==> src/rtl/bl_pkg.sv <==
// Shared types and constants for the backlight zone calculator.
// Holds the FSM state encoding, dimming-mode bit positions and the enhancement shift.
package bl_pkg;

   typedef enum logic [1:0] {
      IDLE = 2'd0,
      ACC  = 2'd1,
      CALC = 2'd2,
      OUT  = 2'd3
   } blState_e;

   localparam int MODE_MAX   = 0;
   localparam int MODE_AVG   = 1;
   localparam int MODE_WB    = 2;
   localparam int MODE_ENHA  = 3;

   localparam int ENHA_SHIFT = 2;

endpackage

==> src/rtl/bl_enhance.sv <==
// Saturating gain: enhanced = min(2^DW-1, avg + avg>>ENHA_SHIFT); purely combinational,
// zero latency, no flow control.
module bl_enhance #(
   parameter int DW = 8
) (
   input  logic [DW-1:0] avg,
   output logic [DW-1:0] enhanced
);
   import bl_pkg::*;

   logic [DW-1:0] gain;
   logic [DW:0]   boosted;

   assign gain     = avg >> ENHA_SHIFT;
   assign boosted  = {1'b0, avg} + {1'b0, gain};
   assign enhanced = boosted[DW] ? {DW{1'b1}} : boosted[DW-1:0];

endmodule

==> src/rtl/backlight_zone_calc.sv <==
// Per-zone backlight level (MAX/AVG/WB/AVG+Enha, enhancement only with BL_ENHA_EN); oBLValid 2 edges
// after the last zone pixel; pixels stall (oPixReady=0) outside ACC, result held until iBLReady.
module backlight_zone_calc #(
   parameter int ZONE_PIX = 64,
   parameter int DW       = 8
) (
   input  logic          iCLK,
   input  logic          iRST,
   input  logic [3:0]    iMode,
   input  logic          iPixValid,
   input  logic [DW-1:0] iPixY,
   output logic          oPixReady,
   output logic          oBLValid,
   input  logic          iBLReady,
   output logic [DW-1:0] oBL
);
   import bl_pkg::*;

   localparam int LOG2PIX = $clog2(ZONE_PIX);
   localparam int SW      = DW + LOG2PIX;

   blState_e           state;
   logic [3:0]         zoneMode;
   logic [LOG2PIX-1:0] pixCnt;
   logic [DW-1:0]      maxY;
   logic [SW-1:0]      sum;
   logic [DW-1:0]      avgReg;
   logic               calcStep;

   logic               pixAccept;
   logic [DW-1:0]      enhaLevel;
   logic [DW:0]        wbSum;
   logic [DW-1:0]      result;

   assign pixAccept = iPixValid & oPixReady;

`ifdef BL_ENHA_EN
   bl_enhance #(.DW(DW)) uEnhance (
      .avg      (avgReg),
      .enhanced (enhaLevel)
   );
`else
   assign enhaLevel = avgReg;
`endif

   assign wbSum = {1'b0, maxY} + {1'b0, avgReg} + {{DW{1'b0}}, 1'b1};

   always_comb begin
      result = avgReg;
      if (zoneMode[MODE_MAX])       result = maxY;
      else if (zoneMode[MODE_AVG])  result = avgReg;
      else if (zoneMode[MODE_WB])   result = wbSum[DW:1];
      else if (zoneMode[MODE_ENHA]) result = enhaLevel;
   end

   always_ff @(posedge iCLK or negedge iRST) begin
      if (!iRST) begin
         state     <= IDLE;
         zoneMode  <= '0;
         pixCnt    <= '0;
         maxY      <= '0;
         sum       <= '0;
         avgReg    <= '0;
         calcStep  <= 1'b0;
         oPixReady <= 1'b0;
         oBLValid  <= 1'b0;
         oBL       <= '0;
      end else begin
         case (state)
            IDLE: begin
               if (iMode != 4'b0000) begin
                  state     <= ACC;
                  oPixReady <= 1'b1;
                  zoneMode  <= iMode;
                  pixCnt    <= '0;
                  maxY      <= '0;
                  sum       <= '0;
               end
            end
            ACC: begin
               if (iMode == 4'b0000) begin
                  state     <= IDLE;
                  oPixReady <= 1'b0;
               end else if (pixAccept) begin
                  pixCnt <= pixCnt + 1'b1;
                  sum    <= sum + SW'(iPixY);
                  if (iPixY > maxY) maxY <= iPixY;
                  if (pixCnt == LOG2PIX'(ZONE_PIX - 1)) begin
                     state     <= CALC;
                     oPixReady <= 1'b0;
                     calcStep  <= 1'b0;
                  end
               end
            end
            // avg is registered before the mode mux so the adder chain stays off the output path
            CALC: begin
               if (!calcStep) begin
                  avgReg   <= sum[SW-1:LOG2PIX];
                  calcStep <= 1'b1;
               end else begin
                  oBL      <= result;
                  oBLValid <= 1'b1;
                  state    <= OUT;
               end
            end
            OUT: begin
               if (iBLReady) begin
                  oBLValid <= 1'b0;
                  if (iMode != 4'b0000) begin
                     state     <= ACC;
                     oPixReady <= 1'b1;
                     zoneMode  <= iMode;
                     pixCnt    <= '0;
                     maxY      <= '0;
                     sum       <= '0;
                  end else begin
                     state <= IDLE;
                  end
               end
            end
            default: state <= IDLE;
         endcase
      end
   end

endmodule

==> config.mk <==
export PLATFORM = sky130hd
export DESIGN_NAME = backlight_zone_calc
export DESIGN_NICKNAME = d
export VERILOG_FILES = /design/src/rtl/bl_pkg.sv /design/src/rtl/bl_enhance.sv /design/src/rtl/backlight_zone_calc.sv
export SDC_FILE = /design/constraint.sdc
export NUM_CORES = 1
export LEC_CHECK = 0
export ABC_CLOCK_PERIOD_IN_PS = 2300
export CAP_MARGIN = 10
export CORE_MARGIN = 2
export CORE_UTILIZATION = 53
export DETAILED_ROUTE_END_ITERATION = 10
export PLACE_DENSITY_LB_ADDON = 0.12
export SYNTH_ARGS = -nofsm -noshare
export SYNTH_HDL_FRONTEND = slang
export SYNTH_SLANG_ARGS = --single-unit
==> constraint.sdc <==
create_clock -name iCLK -period 2.3 [get_ports iCLK]
set_input_delay 0.46 -clock iCLK [delete_from_list [all_inputs] [get_ports iCLK]]
set_output_delay 0.46 -clock iCLK [all_outputs]
set_load 0.01 [all_outputs]
After elaboration in Yosys (flattened, before gate mapping)
Cells that the tools add are included.
Word-level totals
  bits in registers: 53
  input port bits: 16
  output and inout port bits: 10
  logic and storage cells: 87
Operators by class
  add/sub/neg operators: 4
  $lt $le $gt $ge: 1
  equal/unequal tests: 13
  mux-type cells: 41
  bitwise logic cells: 2
  reductions and logical operators: 16
Operator list (count)
  two-way mux 8 bit: 8
  two-way mux 14 bit: 4
  case mux 14 bit (3 select lines): 1
  two-way mux 6 bit: 4
  case mux 8 bit (3 select lines): 1
  case mux 6 bit (3 select lines): 1
  adder 14 x 8 -> 14 bit: 1
  inequality test 2 bit, second input constant: 7
  two-way mux 2 bit: 6
  AND reduction 4 bit: 3
  AND reduction 5 bit: 2
  adder 8 x 8 -> 9 bit: 1
  adder 9 x 1 -> 9 bit, second input constant: 1
  two-way mux 1 bit: 9
  greater-than comparator 8 bit: 1
  two-way mux 4 bit: 2
  case mux 2 bit (4 select lines): 1
  case mux 4 bit (2 select lines): 1
  adder 6 x 1 -> 6 bit, second input constant: 1
  == test 6 bit, second input constant: 1
  inequality test 3 bit, second input constant: 2
  AND reduction 2 bit: 3
  nonzero test 2 bit: 3
  == test 2 bit, second input constant: 2
  other kinds (10): 11

Depth between registers and ports, before layout
Gate-level depths: netlist of run 1.
  depth after elaboration: 5
  depth in mapped cells: 8
  mapped depth without buffers: 8

Least setup slack after synthesis of run 1
No wires, ideal clock.
  path type: input -> register
  from: input iPixY[0]
  to: register sum[12]
  library setup time: 0.078 ns
  arrival time: 2.158 ns
  data required time: 2.222 ns
  setup slack: 0.064 ns
  stages on the path: 8
  path buffers: 0
  cell sequence: ha_1 -> inv_1 -> fa_1 -> nand2b_1 -> a21oi_1 -> o21ai_0 -> or4_1 -> a21oi_1
On the way
  word-level cells in the longest chain between the ends: 4
RTL lines
  start, declared: RTL line backlight_zone_calc.sv:11  | input logic [DW-1:0] iPixY,
  adder 14 x 8 -> 14 bit: RTL line backlight_zone_calc.sv:86  | sum <= sum + SW'(iPixY);
  two-way mux 14 bit: RTL line backlight_zone_calc.sv:84  | end else if (pixAccept) begin
  two-way mux 14 bit: RTL line backlight_zone_calc.sv:81  | if (iMode == 4'b0000) begin
  case mux 14 bit (3 select lines): RTL line backlight_zone_calc.sv:69  | case (state)
  end signal, assigned: RTL line backlight_zone_calc.sv:86
  end, declared: RTL line backlight_zone_calc.sv:26  | logic [SW-1:0] sum;
Every way passes these cells. The select of a mux whose other input is x is not followed.
A chain may end at the register's enable or synchronous reset.

Final worst setup path of run 1
  from: input iPixY[7]
  to: register sum[10]
Same word-level chain as after synthesis.

==> metrics.md, run 1 <==
| Metric | Value |
|---|---|
| Clock Pin Slew Worst Setup and Hold Paths | 100 ps |
| Skew-Pair Late Insertion Delay | 310 ps |
| Setup violation total in the final timing report | 0 |
| Dpl hpwl | 5290 um |
| Hold WC Path Type | in -> async |
| Complex-gate fraction of the synthesized area | 21.4% |
| Period utilization | 98.9% |
| DIE HEIGHT | 81.8 um |
| Worst-case vdd ir drop | 0.000519 V |
| Die ar. | 6680 um2 |
| Netlist cell types | 56 |
| PnR worst setup slack | 26.1 ps |
| GP Congestion | 0.909 |
| Fin Hold WS | 136 ps |
| Worst rel slew slack | 55.2% |
| Post-synth EDFFs | 0 |
| Initial Util | 54.4% |
| GR Layer Usage met3 | 3.74% |
| CP peak stage delay | 500 ps |
| Status | complete, no violations |
| Top Usage Layer GRT | met2 |
| Area growth, synth to finish | 24.0% |
| Via count | 2668 |
| Commonest non-fill, non-tap cell in the layout | dfrtp_1 |
| Vias per cell | 5.76 |
| Port Buffer Count | 25 |
| Cell count after synthesis | 331 |
| R2R cell count | 8 |
| Die Wd | 81.8 um |
| First-pass GRT wire length | 12000 um |
| Synth Flop Type | dfrtp_1 |
| Final Total Pwr | 4.43 mW |
| WP data arrival | 2510 ps |
| Commonest cells after routing, fill and taps aside | dfrtp_1, buf_4, nand2_1, a21oi_1, clkdlybuf4s50_1 |
| Worst Setup End Kind | register |
| Initial antenna violation count | 0 |
| Reg-to-Reg Start | sum[0] |
| Pre-CTS setup slack | -517 ps |
| Fin nets | 429 |
| Reg-to-reg endpoint | sum[10] |
| Critical Path Source | iPixY[7] |
| Cell type with the largest total area after synthesis | dfrtp_1 |
| Htree depth | 2 |
| Cells along the critical path | clkdlybuf4s50_1 -> ha_1 -> nand2_1 -> o21ai_0 -> o21ai_4 -> or4_1 -> a21oi_1 |
| Sequential area share after synthesis | 40.6% |
| Met2 GRT Util | 37.9% |
| Remaining DRCs | 0 |
| Pwr/cell area | 1110 nW/um2 |
| Finished Core Util | 67.5% |
| CTS Hold Buffers Added | 0 |
| Clock Tree Buf Depth | 2 |
| Num CTS Buffers | 5 |
| Largest net degree at the start of global routing | 53 |
| Yosys top cell area share | 40.6% |
| Synth Register Bits | 52 |
| Non-filler cells, final | 463 |
| F_max | 440 MHz |
| Max_cap viols | 0 |
| Number of global-route vias before repair | 2496 |
| Mapped Nets | 373 |
| R2r setup slk | 260 ps |
| ANT cells | 0 |
| Final hold violation count | 0 |
| Async S/R FF share, synth | 100% |
| Clock Root Buffer | clkbuf_8 |
| Synthesized area per cell | 9.68 um2 |
| Sink Count | 52 |
| Area of the mapped netlist | 3200 um2 |
| Critical Path Sink | sum[10] |
| Initial drt markers | 95 |
| Top cells by area, synth | dfrtp_1, ha_1, a21oi_1 |
| Cells after DPL | 455 |
| Xor/xnor share of the synthesized area | 2.19% |
| Drt first pass iters | 4 |
| Worst path required time | 2530 ps |
| Startpoint types | input port |
| Adder-Cell Fraction of Synth Area | 10.6% |
| Post-route ant nets | 0 |
| FP Rows | 28 |
| GRT met1 Usage | 32.5% |
| Core area | 5890 um2 |
| Multiplexer area fraction after synthesis | 3.40% |
| CTS tree | built |
| Ys Warns | 0 |
| Crit path max fanout | 6 |
| Setup Skew | 15.1 ps |
| GRT Overall Usage | 23.3% |
| CP Class | in -> reg |
| Max-slew violations | 0 |
| Leakage | 1.83 nW |
| WL final | 7260 um |
| Share of cells above drive strength 1 | 19.3% |
| IO Count | 26 |
| Post-synthesis simple-gate area fraction | 18.3% |
| Final Critical Period | 2270 ps |
| Overflow after GRT | 0 |
| WL/cell | 15.7 um |
| Worst path slowest cell | clkdlybuf4s50_1 |
| Largest family of logic cells by synthesized area | compound AO/OA/AOI/OAI gates |
| Slew of the pin with the lowest slew margin | 663 ps |
repair_timing:
| action | in CTS | in global routing |
|---|---|---|
| buffers inserted | 0 | 0 |
| gates resized for setup | 8 | 18 |
| endpoints found under the hold margin | 0 | 0 |
| endpoints found under the setup margin | 6 | 15 |
| pin swaps | 2 | 4 |
cell type report:
cell class	instances	area, um2
fillers	477	1910
repair buffers	59	515
inverters	16	60.1
well taps	75	93.8
multi-input cells	253	1900
clock buffers	6	72.6
clock inverters	2	35.0
flip-flops and latches	52	1300
sequential cells by signal (all words and copies together), names as in the netlist, named ones only:
register / count
pixCnt: 6
zoneMode: 3
oBL: 8
calcStep: 1
state: 1
maxY: 8
avgReg: 8
oPixReady: 1
oBLValid: 1
sum: 14
synth_stat cells (all sizes together), types with 5 or more instances:
master	count
inv	16
a21oi	30
nand2b	9
a221oi	5
or3	8
nand2	33
xor2	7
a21o	7
clkbuf	6
nor2	21
nor3	8
nand3	8
dfrtp	52
ha	24
o21ai	22
a22o	11
mux2	7
critical path, delay by kind of cell:
| family | cells | cell delay (ps) |
|---|---|---|
| compound gates | 3 | 620 |
| simple gates | 2 | 510 |
| buf+inv | 1 | 500 |
| fa+ha+maj | 1 | 420 |
cells by family after synthesis:
kind of cell / count (synthesis)
compound gates: 101
xor+xnor: 8
fa+ha+maj: 26
buf+inv: 26
flops: 52
mux: 10
simple gates: 108
metal layers:
metal,share of wire [%],routed length [um]
met3,2.4,174
met4,1.4,101
met1,48,3490
met5,0,0
met2,48,3490
report_power, final:
group | switching (mW) | total [mW] | internal [mW]
combinational | 1.21 | 2.33 | 1.12
sequential | 0.273 | 1.46 | 1.19
clock | 0.309 | 0.633 | 0.324
total | 1.80 | 4.43 | 2.63
stage by stage:
stage | instance area [um2] | TNS [ps]
after CTS | 3900 | 0
final | 3970 | 0
after global placement | 3760 | -4770
after global routing | 3970 | -14.7
after floorplan | 3200 | 0
after detailed placement | 3760 | -5560
worst min path at each step:
stage / from / endpoint / cells past startpoint
after global placement: oBL[3] / oBL[3] / 1
final: iRST / oBL[1] / 2
after global routing: iRST / oBL[2] / 2
after CTS: iRST / oBL[1] / 2
after detailed placement: oBL[3] / oBL[3] / 1
after floorplan: iRST / asynchronous set/reset pin / 0
(Power assumes the default switching activity.)
==> run 2: changes to the inputs <==
--- a/config.mk
+++ b/config.mk
@@ -9,6 +9,7 @@
 export CAP_MARGIN = 10
 export CORE_MARGIN = 2
 export CORE_UTILIZATION = 53
+export CTS_CLUSTER_SIZE = 8
 export DETAILED_ROUTE_END_ITERATION = 10
 export PLACE_DENSITY_LB_ADDON = 0.12
 export SYNTH_ARGS = -nofsm -noshare
==> results of run 2 <==
Final layout, timing and power as in run 1 (identical DEF).
==> run 3: changes to the inputs <==
--- a/config.mk
+++ b/config.mk
@@ -5,8 +5,8 @@
 export SDC_FILE = /design/constraint.sdc
 export NUM_CORES = 1
 export LEC_CHECK = 0
-export ABC_CLOCK_PERIOD_IN_PS = 2300
 export CAP_MARGIN = 10
+export CORE_ASPECT_RATIO = 1.5
 export CORE_MARGIN = 2
 export CORE_UTILIZATION = 53
 export CTS_CLUSTER_SIZE = 8
==> metrics.md, run 3 (synthesized netlist as in run 1, its figures left out) <==
| Metric | Value |
|---|---|
| Worst path required time | 2500 ps |
| Worst Setup End Kind | register |
| DIE HEIGHT | 99.2 um |
| Skew-Pair Late Insertion Delay | 310 ps |
| Slew of the pin with the lowest slew margin | 546 ps |
| Final Critical Period | 2210 ps |
| Port Buffer Count | 25 |
| WL/cell | 16.1 um |
| GR Layer Usage met3 | 2.83% |
| Vias per cell | 5.96 |
| Most flops, register | sum |
| Die Wd | 67.5 um |
| Htree depth | 2 |
| CTS Hold Buffers Added | 0 |
| Die ar. | 6700 um2 |
| IO Count | 26 |
| Remaining DRCs | 0 |
| CTS tree | built |
| Unrepaired setup endpoints after global routing | false |
| Status | complete, no violations |
| Via count | 2719 |
| Fin nets | 425 |
| Area growth, synth to finish | 23.0% |
| Clock Pin Slew Worst Setup and Hold Paths | 100 ps |
| Met2 GRT Util | 41.8% |
| Commonest cells after routing, fill and taps aside | dfrtp_1, nand2_1, buf_4, a21oi_1, clkdlybuf4s50_1 |
| Drt first pass iters | 4 |
| Share of cells above drive strength 1 | 17.7% |
| Initial Util | 55.0% |
| Setup Skew | 8.22 ps |
| Clock Tree Buf Depth | 2 |
| Final Total Pwr | 4.44 mW |
| GRT Overall Usage | 24.4% |
| WL final | 7350 um |
| Startpoint types | input port |
| Crit path max fanout | 3 |
| Initial drt markers | 108 |
| Largest register FFs | 14 |
| Setup violation total in the final timing report | 0 |
| FP Rows | 34 |
| Number of global-route vias before repair | 2658 |
| Cells after DPL | 447 |
| Overflow after GRT | 0 |
| First-pass GRT wire length | 12400 um |
| Finished Core Util | 67.6% |
| Non-filler cells, final | 456 |
| Leakage | 1.82 nW |
| CP Class | in -> reg |
| Sink Count | 52 |
| GP Congestion | 0.851 |
| Max_cap viols | 0 |
| ANT cells | 0 |
| Core area | 5830 um2 |
| Top Usage Layer GRT | met2 |
| Filler cell count | 461 |
| Dpl hpwl | 5540 um |
| Worst rel slew slack | 63.1% |
| F_max | 453 MHz |
| Initial antenna violation count | 0 |
| Max-slew violations | 0 |
| Worst-case vdd ir drop | 0.000781 V |
| Hold WC Path Type | in -> async |
| Post-route ant nets | 0 |
| Final hold violation count | 0 |
| GRT met1 Usage | 30.6% |
| Largest net degree at the start of global routing | 32 |
| WP data arrival | 2410 ps |
| Period utilization | 96.1% |
| Clock Root Buffer | clkbuf_8 |
| Commonest non-fill, non-tap cell in the layout | dfrtp_1 |
| Num CTS Buffers | 5 |
| Pwr/cell area | 1120 nW/um2 |
[run 3: changes by cell type in the layout (fill, tap and decap cells not counted), sizes merged]
cell / before / now
clkbuf: 6 / 7
clkinv: 1 / 0
buf: 35 / 31
[run 3: worst max-delay path: stages]
cell and delay, ps:
clkdlybuf4s50_1 430, buf_4 160, ha_1 300, a21oi_2 190, a2bb2oi_2 200, a211oi_1 110, or3_1 310, a32o_1 240
[run 3: layout make-up]
| cell class | instances | area (um2) | area share [%] |
|---|---|---|---|
| clock inverters | 1 | 30.0 | 0.762 |
| clock buffers | 7 | 96.3 | 2.44 |
| repair buffers | 55 | 485 | 12.3 |
| multi-input cells | 253 | 1880 | 47.7 |
| well taps | 72 | 90.1 | 2.28 |
| inverters | 16 | 60.1 | 1.52 |
| flip-flops and latches | 52 | 1300 | 33.0 |
[run 3: worst paths after layout]
kind                          start        end  slack (ps)  cells past startpoint
max                        iPixY[1]     sum[7]          90                      8
min                            iRST     oBL[0]         120                      1
max reg2reg                  sum[0]    sum[12]         290                      8
min reg2reg                  oBL[3]     oBL[3]         490                      1
max in group asynchronous      iRST  pixCnt[2]        1620                      2
min in group iCLK            oBL[3]     oBL[3]         490                      1
[run 3: routing by layer]
layer  share of wire [%]  up-vias
met2                  52       51
met5                   0        -
met3                 2.5       18
met1                  43     1325
met4                 2.8        0
li1                    -     1325
[run 3: power by group]
part	switching (mW)	total [mW]	internal [mW]
clock	0.310	0.694	0.384
sequential	0.278	1.47	1.19
combinational	1.20	2.27	1.07
total	1.79	4.44	2.65
[run 3: repair_timing]
| item | CTS | global route |
|---|---|---|
| endpoints found under the hold margin | 0 | 0 |
| gates cloned | 0 | 0 |
| pin swaps | 2 | 1 |
| gates resized for setup | 10 | 12 |
| setup buffers | 1 | 0 |
| setup endpoints to repair | 13 | 15 |
[run 3: stage by stage]
step | hold slack (ps) | setup TNS [ps] | instance area (um2) | setup slack, ps
after floorplan | 164 | 0 | 3200 | 64.0
final | 116 | 0 | 3940 | 90.6
after global placement | 459 | -5940 | 3720 | -522
after detailed placement | 464 | -6190 | 3720 | -572
after global routing | 156 | 0 | 3940 | 21.1
after CTS | 128 | 0 | 3890 | 0.212
